===== config.mk =====
export PLATFORM = sky130hd
export DESIGN_NAME = perf_counter_sequencer
export DESIGN_NICKNAME = d
export VERILOG_FILES = /design/src/rtl/perf_seq_pkg.sv /design/src/rtl/perf_seq_rr_arbiter.sv /design/src/rtl/perf_counter_sequencer.sv
export SDC_FILE = /design/constraint.sdc
export NUM_CORES = 1
export LEC_CHECK = 0
export CAP_MARGIN = 15
export CORE_ASPECT_RATIO = 1.2
export CORE_UTILIZATION = 45
export DETAILED_ROUTE_END_ITERATION = 8
export PLACE_DENSITY = 0.78
export SYNTH_ARGS = -nofsm -noshare
export SYNTH_HDL_FRONTEND = slang
export SYNTH_SLANG_ARGS = --single-unit
export TNS_END_PERCENT = 20

===== constraint.sdc =====
create_clock -name clk -period 2.8 [get_ports clk]
set_input_delay 0.28 -clock clk [delete_from_list [all_inputs] [get_ports clk]]
set_output_delay 0.28 -clock clk [all_outputs]
set_load 0.05 [all_outputs]

===== src/rtl/perf_seq_pkg.sv =====
// Shared definitions for the performance-counter sequencer: op codes, FSM
// states, counter-slave address offsets and address helpers.
// Optional build macro: PERF_SEQ_AUTO_SEC0_EN (adds the ST_WR0 state).
package perf_seq_pkg;

  localparam logic [1:0] OP_START = 2'd0;
  localparam logic [1:0] OP_STOP  = 2'd1;
  localparam logic [1:0] OP_READ  = 2'd2;
  localparam logic [1:0] OP_CLEAR = 2'd3;

`ifdef PERF_SEQ_AUTO_SEC0_EN
  typedef enum logic [2:0] {
    ST_IDLE = 3'd0,
    ST_WR0  = 3'd1,
    ST_WR   = 3'd2,
    ST_RD   = 3'd3,
    ST_ACK  = 3'd4
  } state_e;
`else
  typedef enum logic [2:0] {
    ST_IDLE = 3'd0,
    ST_WR   = 3'd2,
    ST_RD   = 3'd3,
    ST_ACK  = 3'd4
  } state_e;
`endif

  localparam logic [1:0] OFF_STOP_LO = 2'd0;
  localparam logic [1:0] OFF_GO_HI   = 2'd1;
  localparam logic [1:0] OFF_EVENT   = 2'd2;
  localparam int unsigned SEC_STRIDE = 4;

  function automatic logic [3:0] sec_addr(input logic [1:0] sec, input logic [1:0] off);
    return 4'(32'(sec) * SEC_STRIDE + 32'(off));
  endfunction

  // CLEAR_ALL always targets the global control word at address 0.
  function automatic logic [3:0] wr_addr(input logic [1:0] op, input logic [1:0] sec);
    logic [3:0] a;
    case (op)
      OP_CLEAR: a = 4'd0;
      OP_START: a = sec_addr(sec, OFF_GO_HI);
      default:  a = sec_addr(sec, OFF_STOP_LO);
    endcase
    return a;
  endfunction

  function automatic logic [31:0] wr_data(input logic [1:0] op);
    return (op == OP_CLEAR) ? 32'd1 : 32'd0;
  endfunction

endpackage


===== src/rtl/perf_seq_rr_arbiter.sv =====
// Round-robin arbiter: combinational grant of the first pending request at
// or after the pointer (wrapping); pointer moves to grant+1 when advanced.
module perf_seq_rr_arbiter #(
  parameter int unsigned NUM_REQ = 4,
  parameter int unsigned PW      = (NUM_REQ > 1) ? $clog2(NUM_REQ) : 1
) (
  input  logic               clk,
  input  logic               reset_n,
  input  logic [NUM_REQ-1:0] req_i,
  input  logic               advance_i,
  output logic               any_o,
  output logic [PW-1:0]      grant_o
);

  logic [PW-1:0] ptr_q, ptr_d;
  int unsigned   k;

  // Scan requesters starting at the pointer; first hit wins.
  always_comb begin
    any_o   = 1'b0;
    grant_o = '0;
    k       = 0;
    for (int unsigned i = 0; i < NUM_REQ; i++) begin
      k = (32'(ptr_q) + i) % NUM_REQ;
      if (!any_o && req_i[k]) begin
        any_o   = 1'b1;
        grant_o = PW'(k);
      end
    end
  end

  // Next pointer is the requester after the current grant.
  always_comb begin
    ptr_d = ptr_q;
    if (advance_i && any_o) begin
      ptr_d = (32'(grant_o) == NUM_REQ - 1) ? '0 : grant_o + PW'(1);
    end
  end

  // Pointer register.
  always_ff @(posedge clk or negedge reset_n) begin
    if (!reset_n) ptr_q <= '0;
    else          ptr_q <= ptr_d;
  end

endmodule


===== src/rtl/perf_counter_sequencer.sv =====
// Hardware master for the 3-section performance-counter slave. Arbitrates
// requesters, issues write strobes or a tear-free 64-bit read sequence,
// and acknowledges the granted requester.
// Optional build macro: PERF_SEQ_AUTO_SEC0_EN -- a START of section s>0
// while section 0 is stopped first starts section 0 (extra ST_WR0 cycle).
module perf_counter_sequencer
  import perf_seq_pkg::*;
#(
  parameter int unsigned NUM_REQ = 4,
  parameter int unsigned NUM_SEC = 3
) (
  input  logic                 clk,
  input  logic                 reset_n,
  input  logic [NUM_REQ-1:0]   req_valid,
  input  logic [2*NUM_REQ-1:0] req_op,
  input  logic [2*NUM_REQ-1:0] req_sec,
  output logic [NUM_REQ-1:0]   req_ack,
  output logic [63:0]          rsp_data,
  output logic                 rsp_err,
  output logic [3:0]           pc_address,
  output logic                 pc_write,
  output logic                 pc_begintransfer,
  output logic [31:0]          pc_writedata,
  input  logic [31:0]          pc_readdata
);

  localparam int unsigned GW = (NUM_REQ > 1) ? $clog2(NUM_REQ) : 1;

  state_e             state_q, state_d;
  logic [GW-1:0]      gnt_q, gnt_d;
  logic [1:0]         op_q, op_d;
  logic [1:0]         sec_q, sec_d;
  logic [2:0]         step_q, step_d;
  logic [31:0]        hi1_q, hi1_d;
  logic [31:0]        lo_q, lo_d;
  logic [31:0]        hi2_q, hi2_d;
  logic               sec0_run_q, sec0_run_d;
  logic [NUM_REQ-1:0] ack_q, ack_d;
  logic [63:0]        rsp_data_q, rsp_data_d;
  logic               rsp_err_q, rsp_err_d;
  logic [3:0]         addr_q, addr_d;
  logic               wr_q, wr_d;
  logic [31:0]        wdata_q, wdata_d;

  logic               arb_any, arb_adv;
  logic [GW-1:0]      arb_grant;
  logic [1:0]         in_op, in_sec;
  logic [NUM_REQ-1:0] arb_onehot, gnt_onehot;

  perf_seq_rr_arbiter #(
    .NUM_REQ (NUM_REQ),
    .PW      (GW)
  ) u_arb (
    .clk       (clk),
    .reset_n   (reset_n),
    .req_i     (req_valid),
    .advance_i (arb_adv),
    .any_o     (arb_any),
    .grant_o   (arb_grant)
  );

  // Select the granted requester's op/section and build one-hot grant masks.
  always_comb begin
    in_op      = '0;
    in_sec     = '0;
    arb_onehot = '0;
    gnt_onehot = '0;
    for (int unsigned r = 0; r < NUM_REQ; r++) begin
      if (GW'(r) == arb_grant) begin
        in_op         = req_op[2*r +: 2];
        in_sec        = req_sec[2*r +: 2];
        arb_onehot[r] = 1'b1;
      end
      if (GW'(r) == gnt_q) gnt_onehot[r] = 1'b1;
    end
  end

  // Sequencer FSM; bus outputs are registered, so each state computes the
  // bus value for the following cycle. Readdata lags address by one cycle.
  always_comb begin
    state_d    = state_q;
    gnt_d      = gnt_q;
    op_d       = op_q;
    sec_d      = sec_q;
    step_d     = step_q;
    hi1_d      = hi1_q;
    lo_d       = lo_q;
    hi2_d      = hi2_q;
    sec0_run_d = sec0_run_q;
    rsp_data_d = rsp_data_q;
    rsp_err_d  = rsp_err_q;
    ack_d      = '0;
    addr_d     = '0;
    wr_d       = 1'b0;
    wdata_d    = '0;
    arb_adv    = 1'b0;

    case (state_q)
      ST_IDLE: begin
        if (arb_any) begin
          arb_adv = 1'b1;
          gnt_d   = arb_grant;
          op_d    = in_op;
          sec_d   = in_sec;
          // CLEAR_ALL ignores the section, so it is exempt from the range check.
          if (in_op != OP_CLEAR && 32'(in_sec) >= NUM_SEC) begin
            state_d   = ST_ACK;
            ack_d     = arb_onehot;
            rsp_err_d = 1'b1;
          end else if (in_op == OP_READ) begin
            state_d = ST_RD;
            step_d  = 3'd1;
            addr_d  = sec_addr(in_sec, OFF_GO_HI);
          end else begin
            state_d = ST_WR;
            addr_d  = wr_addr(in_op, in_sec);
            wdata_d = wr_data(in_op);
            wr_d    = 1'b1;
`ifdef PERF_SEQ_AUTO_SEC0_EN
            if (in_op == OP_START && in_sec != 2'd0 && !sec0_run_q) begin
              state_d = ST_WR0;
              addr_d  = sec_addr(2'd0, OFF_GO_HI);
              wdata_d = '0;
            end
`endif
          end
        end
      end

`ifdef PERF_SEQ_AUTO_SEC0_EN
      ST_WR0: begin
        sec0_run_d = 1'b1;
        state_d    = ST_WR;
        addr_d     = wr_addr(op_q, sec_q);
        wdata_d    = wr_data(op_q);
        wr_d       = 1'b1;
      end
`endif

      ST_WR: begin
        if (op_q == OP_START && sec_q == 2'd0) begin
          sec0_run_d = 1'b1;
        end else if (op_q == OP_CLEAR || (op_q == OP_STOP && sec_q == 2'd0)) begin
          sec0_run_d = 1'b0;
        end
        state_d   = ST_ACK;
        ack_d     = gnt_onehot;
        rsp_err_d = 1'b0;
      end

      ST_RD: begin
        case (step_q)
          3'd1: begin
            addr_d = sec_addr(sec_q, OFF_STOP_LO);
            step_d = 3'd2;
          end
          3'd2: begin
            hi1_d  = pc_readdata;
            addr_d = sec_addr(sec_q, OFF_GO_HI);
            step_d = 3'd3;
          end
          3'd3: begin
            lo_d   = pc_readdata;
            step_d = 3'd4;
          end
          3'd4: begin
            // A changed high word means LO may belong to either epoch; reread LO once.
            if (pc_readdata == hi1_q) begin
              rsp_data_d = {hi1_q, lo_q};
              rsp_err_d  = 1'b0;
              ack_d      = gnt_onehot;
              state_d    = ST_ACK;
              step_d     = 3'd0;
            end else begin
              hi2_d  = pc_readdata;
              addr_d = sec_addr(sec_q, OFF_STOP_LO);
              step_d = 3'd5;
            end
          end
          3'd5: begin
            step_d = 3'd6;
          end
          3'd6: begin
            rsp_data_d = {hi2_q, pc_readdata};
            rsp_err_d  = 1'b0;
            ack_d      = gnt_onehot;
            state_d    = ST_ACK;
            step_d     = 3'd0;
          end
          default: begin
            state_d = ST_IDLE;
            step_d  = 3'd0;
          end
        endcase
      end

      ST_ACK: begin
        state_d = ST_IDLE;
      end

      default: begin
        state_d = ST_IDLE;
      end
    endcase
  end

  // State, datapath and registered output flops.
  always_ff @(posedge clk or negedge reset_n) begin
    if (!reset_n) begin
      state_q    <= ST_IDLE;
      gnt_q      <= '0;
      op_q       <= '0;
      sec_q      <= '0;
      step_q     <= '0;
      hi1_q      <= '0;
      lo_q       <= '0;
      hi2_q      <= '0;
      sec0_run_q <= 1'b0;
      ack_q      <= '0;
      rsp_data_q <= '0;
      rsp_err_q  <= 1'b0;
      addr_q     <= '0;
      wr_q       <= 1'b0;
      wdata_q    <= '0;
    end else begin
      state_q    <= state_d;
      gnt_q      <= gnt_d;
      op_q       <= op_d;
      sec_q      <= sec_d;
      step_q     <= step_d;
      hi1_q      <= hi1_d;
      lo_q       <= lo_d;
      hi2_q      <= hi2_d;
      sec0_run_q <= sec0_run_d;
      ack_q      <= ack_d;
      rsp_data_q <= rsp_data_d;
      rsp_err_q  <= rsp_err_d;
      addr_q     <= addr_d;
      wr_q       <= wr_d;
      wdata_q    <= wdata_d;
    end
  end

  assign req_ack          = ack_q;
  assign rsp_data         = rsp_data_q;
  assign rsp_err          = rsp_err_q;
  assign pc_address       = addr_q;
  assign pc_write         = wr_q;
  assign pc_begintransfer = wr_q;
  assign pc_writedata     = wdata_q;

endmodule


==> qor.yml, run 1 <==
drt-initial-drc-count: 224
mostFrequentLayoutCells: "dfrtp_1, clkdlybuf4s50_1, mux2_2, a21oi_1"
fin_crit_sh: 0.9969
syn_area_mm2: 0.008607
hold_violations: 0
cap_violations: 0
port_buffers: 128
antenna_found_initial: 1
initial_core_util: 0.4581
drc_errors: 0
tightest_slew_ns: 0.6207
ir_drop_uv: 488.7
drive_above_1_share: 0.2506
nFillCells: 1542
synth_simple_gate_area_frac: 0.04579
yosysWarningCount: 0
synth_top_family_by_area: "multiplexers"
synth_edf_count: 0
grt_start_max_net_pins: 129
synth_area_leaders: "dfrtp_1, mux2_2, mux2i_1"
finalMaxSlewViolations: 0
muxShareOfSynthArea: 0.2000
path_max_fanout: 6
p_per_area_mw_per_mm2: 830.5
synth_async_sr_flop_share: 1.000
final.setup.tns_ns: 0
hold_class: "input pin to async pin"
synth_top_area_share: 0.5291
cts_tree: "yes"
htree_levels: 4
final_common_cell: "dfrtp_1"
synth-seq-area-share: 0.5291
synth_xor_area_frac: 0.03460
grt_util_all_layers: 0.2054
synth_fa_ha_area_frac: 0.01163
arrival_ns: 3.10
ios: 161
routed_wirelength_um: 19530
grt_pass1_vias: 5997
clockBufferDepth: 2
r2r_start: "u_arb.ptr_q[1]"
synth-compound-area-share: 0.1162
ys_ff_latch: 182
worstRegToRegCells: 15
ant_nets: 0
cts_buffers: 17
vias: 6069
place_congestion: 0.8115
area_delta_synth_final_pct: 30.77
grt_pass1_wl_um: 31280
synth-main-ff-cell: "dfrtp_1"
die_w_um: 128.3
outcome: "finished clean"
rsz0062_at_grt: "true"
synthCells: 718
num-nets-final: 937
r2r_setup_slack_ns: 0.009
path_clk_slew_ns: 0.06
cts.sinks: 182
die_y_um: 153.5
die-area_mm2: 0.01969
slew_headroom: 0.5862
r2r-end: "step_q[0]"
dp_hpwl_um: 12840
ys_types: 51
drt-wirelength-per-cell_um: 17.09
p_total_mw: 9.347
overflow: 0
max_freq_mhz: 358.3
vias_per_cell: 5.310
cts-root-buf: "clkbuf_16"
required_ns: 3.11
yosysTopAreaCell: "dfrtp_1"
core-area_mm2: 0.01879
cp-start-kind: "flip-flop"
min_period_ns: 2.791
rows: 55
end_kind: "flip-flop"
setup_viol: 0
p_leak_nw: 5.499
finClkSkew_ns: 0.01283
dr.pass1.iters: 5
clk_latency_ns: 0.43
synth_area_per_cell_um2: 11.99
critPathKind: "flip-flop to flip-flop"
## where the power goes
part	switching (mW)	leakage [nW]	internal, mW	total, mW
Combinational	1.85	2.77	1.56	3.40
Clock	0.998	0.295	1.47	2.47
Sequential	0.374	2.44	3.10	3.47
## worst max-delay path by stage
| stage | startpoint | to | slack, ns |
|---|---|---|---|
| detailed placement | req_valid[3] | state_q[1] | -0.55 |
| global route | u_arb.ptr_q[1] | step_q[2] | -0.19 |
| floorplan | u_arb.ptr_q[0] | step_q[0] | 0.06 |
| global placement | req_valid[3] | step_q[0] | -0.49 |
| CTS | u_arb.ptr_q[0] | step_q[0] | 0.007 |
| finish | u_arb.ptr_q[1] | step_q[0] | 0.009 |
## critical path, cell delays in order, from the launching register on
cell and delay, ns:
dfrtp_1 0.40, buf_4 0.15, o21ai_0 0.07, o21ai_1 0.11, o22ai_2 0.20, ha_2 0.27
nand3b_1 0.13, a21oi_2 0.06, a21oi_1 0.11, nor2_1 0.06, a21o_1 0.20, ha_4 0.19
o311ai_4 0.31, and2_4 0.21, nand2b_1 0.05, and3_1 0.15
## final cells by class
| class | count | area, µm² | share of cell area |
|---|---|---|---|
| Clock buffer | 20 | 466.7 | 0.04146 |
| Sequential cell | 182 | 4554 | 0.4046 |
| Timing Repair Buffer | 188 | 1892 | 0.1681 |
| Inverter | 12 | 45.04 | 0.004002 |
| Tap cell | 256 | 320.3 | 0.02846 |
| Antenna cell | 1 | 2.502 | 0.0002223 |
| Multi-Input combinational cell | 474 | 3830 | 0.3403 |
| Clock inverter | 10 | 145.1 | 0.01289 |
## routing by layer
layer	track usage	part of all wire
met4	0.06779	0.021
met1	0.2615	0.44
met3	0.04106	0.035
met2	0.3483	0.51
met5	0	0
## registers in the layout, summed over array words and instances (netlist names), 2 cells and up
register	flops
lo_q	32
hi1_q	32
step_q	3
pc_address	3
req_ack	4
rsp_data	64
gnt_q	2
state_q	3
hi2_q	32
u_arb.ptr_q	2
sec_q	2
## synthesized netlist by cell type, types with 3 or more instances
library cell and count:
a21oi_1 69, a22o_1 3, a31oi_1 64, and2_1 4, buf_2 20, buf_4 37, buf_6 3, clkbuf_1 21
dfrtp_1 182, ha_1 8, inv_1 12, mux2_2 95, mux2i_1 64, nand2_1 22, nand2b_1 5, nand3b_1 4
nor2_1 14, nor2b_1 3, nor3b_1 4, nor4_1 9, o21ai_0 8, xor2_1 33
## per-stage QoR
step	setup slack [ns]	std cells	util	area, µm²	hold slack [ns]
after floorplan	0.06156	749	-	8726	-0.01559
after global placement	-0.4905	1108	0.5565	10460	0.3164
after detailed placement	-0.5502	1108	0.5565	10460	0.3235
after CTS	0.007478	1139	0.5923	11130	0.4313
after global routing	-0.1885	1143	0.5991	11260	0.4559
final	0.008687	1143	0.5991	11260	0.4197
## cells by family after synthesis
family                   Yosys count
other                              1
flip-flops                       182
multiplexers                     160
XOR/XNOR                          34
adder cells (fa/ha/maj)            8
AND/OR/NAND/NOR                   74
buffers and inverters             93
AO/OA/AOI/OAI                    166
## timing repair
action / 4_1_cts / 5_1_grt
cloned: 0 / 0
hold buffers: 1 / 0
setup buffers: 0 / 3
gates resized for setup: 12 / 24
pin swaps: 3 / 15
hold endpoints to repair: 66 / 0
endpoints found under the setup margin: 14 / 14
Note: power is estimated with default switching activity, not from simulation.
==> inputs of run 2 (changes only) <==
- HOLD_SLACK_MARGIN: not set -> 0.02
==> results of run 2 <==
The final DEF is identical to that of run 1; final timing and power are the same.
==> inputs of run 3 (changes only) <==
- GPL_ROUTABILITY_DRIVEN: not set -> 0
- SKIP_CTS_REPAIR_TIMING: not set -> 1
==> qor.yml, run 3 (synthesized netlist as in run 1, its figures left out) <==
finalMaxSlewViolations: 0  # unchanged
cp-start-kind: "input pin"  # was flip-flop
fin_crit_sh: 0.9680  # was 0.9969
place_inst: 1108  # unchanged
grt_start_max_net_pins: 129  # unchanged
clk_latency_ns: 0.43  # about the same
setup_viol: 0  # unchanged
drive_above_1_share: 0.2489  # was 0.2506
r2r_start: "u_arb.ptr_q[1]"  # unchanged
grt_pass1_wl_um: 31140  # was 31,280 µm
ios: 161  # unchanged
path_clk_slew_ns: 0.06  # about the same
drt-initial-drc-count: 260  # was 224
overflow: 0  # unchanged
routed_wirelength_um: 19500  # was 19,530 µm
fin_cells: 1141  # was 1,143
worstPathBufferInverterCount: 4  # was 1
grt_pass1_vias: 5978  # was 5,997
required_ns: 3.10  # was 3.11 ns
cts-root-buf: "clkbuf_16"  # unchanged
vias_per_cell: 5.329  # was 5.310
max_freq_mhz: 369.0  # was 358.3 MHz
die-area_mm2: 0.01969  # unchanged
rows: 55  # unchanged
crit_family: "buffers and inverters"  # was compound AO/OA/AOI/OAI gates
drt-wirelength-per-cell_um: 17.09  # about the same
worstPathCellList: "clkdlybuf4s50_1, nand2_1, o221ai_2, nor2_2, ha_2, nand3b_1, a21oi_2, a21oi_1, o21ai_2, buf_4, inv_2, ha_4, buf_4, nor3b_4, o32ai_2"  # was buf_4, o21ai_0, o21ai_1, o22ai_2, ha_2, nand3b_1, a21oi_2, a21oi_1, nor2_1, a21o_1, ha_4, o311ai_4, and2_4, nand2b_1, and3_1
p_per_area_mw_per_mm2: 833.0  # was 830.5 mW/mm²
mostFrequentLayoutCells: "dfrtp_1, clkdlybuf4s50_1, mux2_2, a21oi_1"  # unchanged
die_y_um: 153.5  # unchanged
min_period_ns: 2.710  # was 2.791 ns
final_common_cell: "dfrtp_1"  # unchanged
utilization: 0.5994  # was 0.5991
ant_nets: 0  # unchanged
clockBufferDepth: 2  # unchanged
r2r_setup_slack_ns: 0.09  # was 0.009 ns
cts.sinks: 182  # unchanged
cp_common_cell: "buf_4"
path_max_fanout: 6  # unchanged
cap_violations: 0  # unchanged
tightest_slew_ns: 0.6245  # was 0.6207 ns
cts_buffers: 17  # unchanged
slew_headroom: 0.5837  # was 0.5862
drc_errors: 0  # unchanged
initial_core_util: 0.4581  # unchanged
critPathKind: "input pin to flip-flop"  # was flip-flop to flip-flop
largest_register_ffs: 64  # unchanged
ir_drop_uv: 495.5  # was 488.7 µV
end_kind: "flip-flop"  # unchanged
cts_tree: "yes"  # unchanged
grt_util_all_layers: 0.2045  # was 0.2054
area_delta_synth_final_pct: 30.83  # was 30.77%
dr.pass1.iters: 5  # unchanged
core-area_mm2: 0.01879  # unchanged
die_w_um: 128.3  # unchanged
antenna_found_initial: 1  # unchanged
r2r-end: "pc_address[2]"  # was step_q[0]
hold_class: "input pin to async pin"  # unchanged
hold_violations: 0  # unchanged
finClkSkew_ns: 0.01322  # was 0.01283 ns
arrival_ns: 3.01  # was 3.10 ns
worstRegToRegCells: 16  # was 15
crit_slowest_cell: "clkdlybuf4s50_1"  # was dfrtp_1
dp_hpwl_um: 12840  # unchanged
port_buffers: 128  # unchanged
vias: 6080  # was 6,069
outcome: "finished clean"  # unchanged
slowest_delay_ns: 0.61  # was 0.40 ns
num-nets-final: 935  # was 937
htree_levels: 4  # unchanged
p_leak_nw: 5.492  # was 5.499 nW
run 3: cell types whose count changed in the layout (fill, tap and decap cells not counted):
cell / change
nand2_2: -1
buf_6: -1
ha_1: -1
nor3b_2: -1
ha_4: +1
nor3b_4: +1
buf_4: -1
a21oi_2: -2
o32ai_2: +2
o32ai_1: -2
a21oi_1: +2
nand2_1: +1
run 3: worst register-to-register path, delay by kind of cell, from the launching register on:
kind	cells	cell delay [ns]
buf+inv	5	0.65
simple gates	2	0.34
compound gates	7	0.90
fa+ha+maj	2	0.30
flops	1	0.40
run 3: worst max-delay path by stage:
stage	from	to	cells after the start
after global placement	req_valid[3]	step_q[0]	16
final	req_valid[2]	pc_address[2]	15
after global routing	u_arb.ptr_q[1]	step_q[2]	17
after detailed placement	req_valid[3]	state_q[1]	17
after CTS	u_arb.ptr_q[0]	req_ack[3]	16
after floorplan	u_arb.ptr_q[0]	step_q[0]	16
run 3: cell type report:
| type | instances | area, µm² |
|---|---|---|
| Antenna cell | 1 | 2.502 |
| Clock inverter | 10 | 145.1 |
| Sequential cell | 182 | 4554 |
| Tap cell | 256 | 320.3 |
| Timing Repair Buffer | 186 | 1873 |
| Fill cell | 1545 | 7526 |
| Inverter | 12 | 45.04 |
| Clock buffer | 20 | 466.7 |
| Multi-Input combinational cell | 474 | 3854 |
run 3: power breakdown:
group | total, mW | internal, mW | switching, mW
Clock | 2.47 | 1.47 | 0.996
Combinational | 3.44 | 1.57 | 1.87
Sequential | 3.47 | 3.10 | 0.375
Total | 9.38 | 6.14 | 3.24
run 3: layer usage:
layer	global-route usage	part of all wire
met5	0	0
met4	0.06611	0.017
met3	0.04071	0.035
met2	0.3459	0.51
met1	0.2617	0.44
run 3: per-stage QoR:
step / hold slack (ns) / power (mW) / area (µm²) / worst slack, ns / setup TNS (ns)
3_3_place_gp: 0.3164 / 6.540 / 10460 / -0.4905 / -6.306
5_1_grt: 0.4559 / 9.867 / 11260 / -0.07499 / -0.2592
6_report: 0.4202 / 9.380 / 11260 / 0.08968 / 0
4_1_cts: -0.1367 / 9.125 / 11070 / -0.2408 / -2.490
2_1_floorplan: -0.01559 / 5.406 / 8726 / 0.06156 / 0
3_5_place_dp: 0.3235 / 6.615 / 10460 / -0.5502 / -7.238
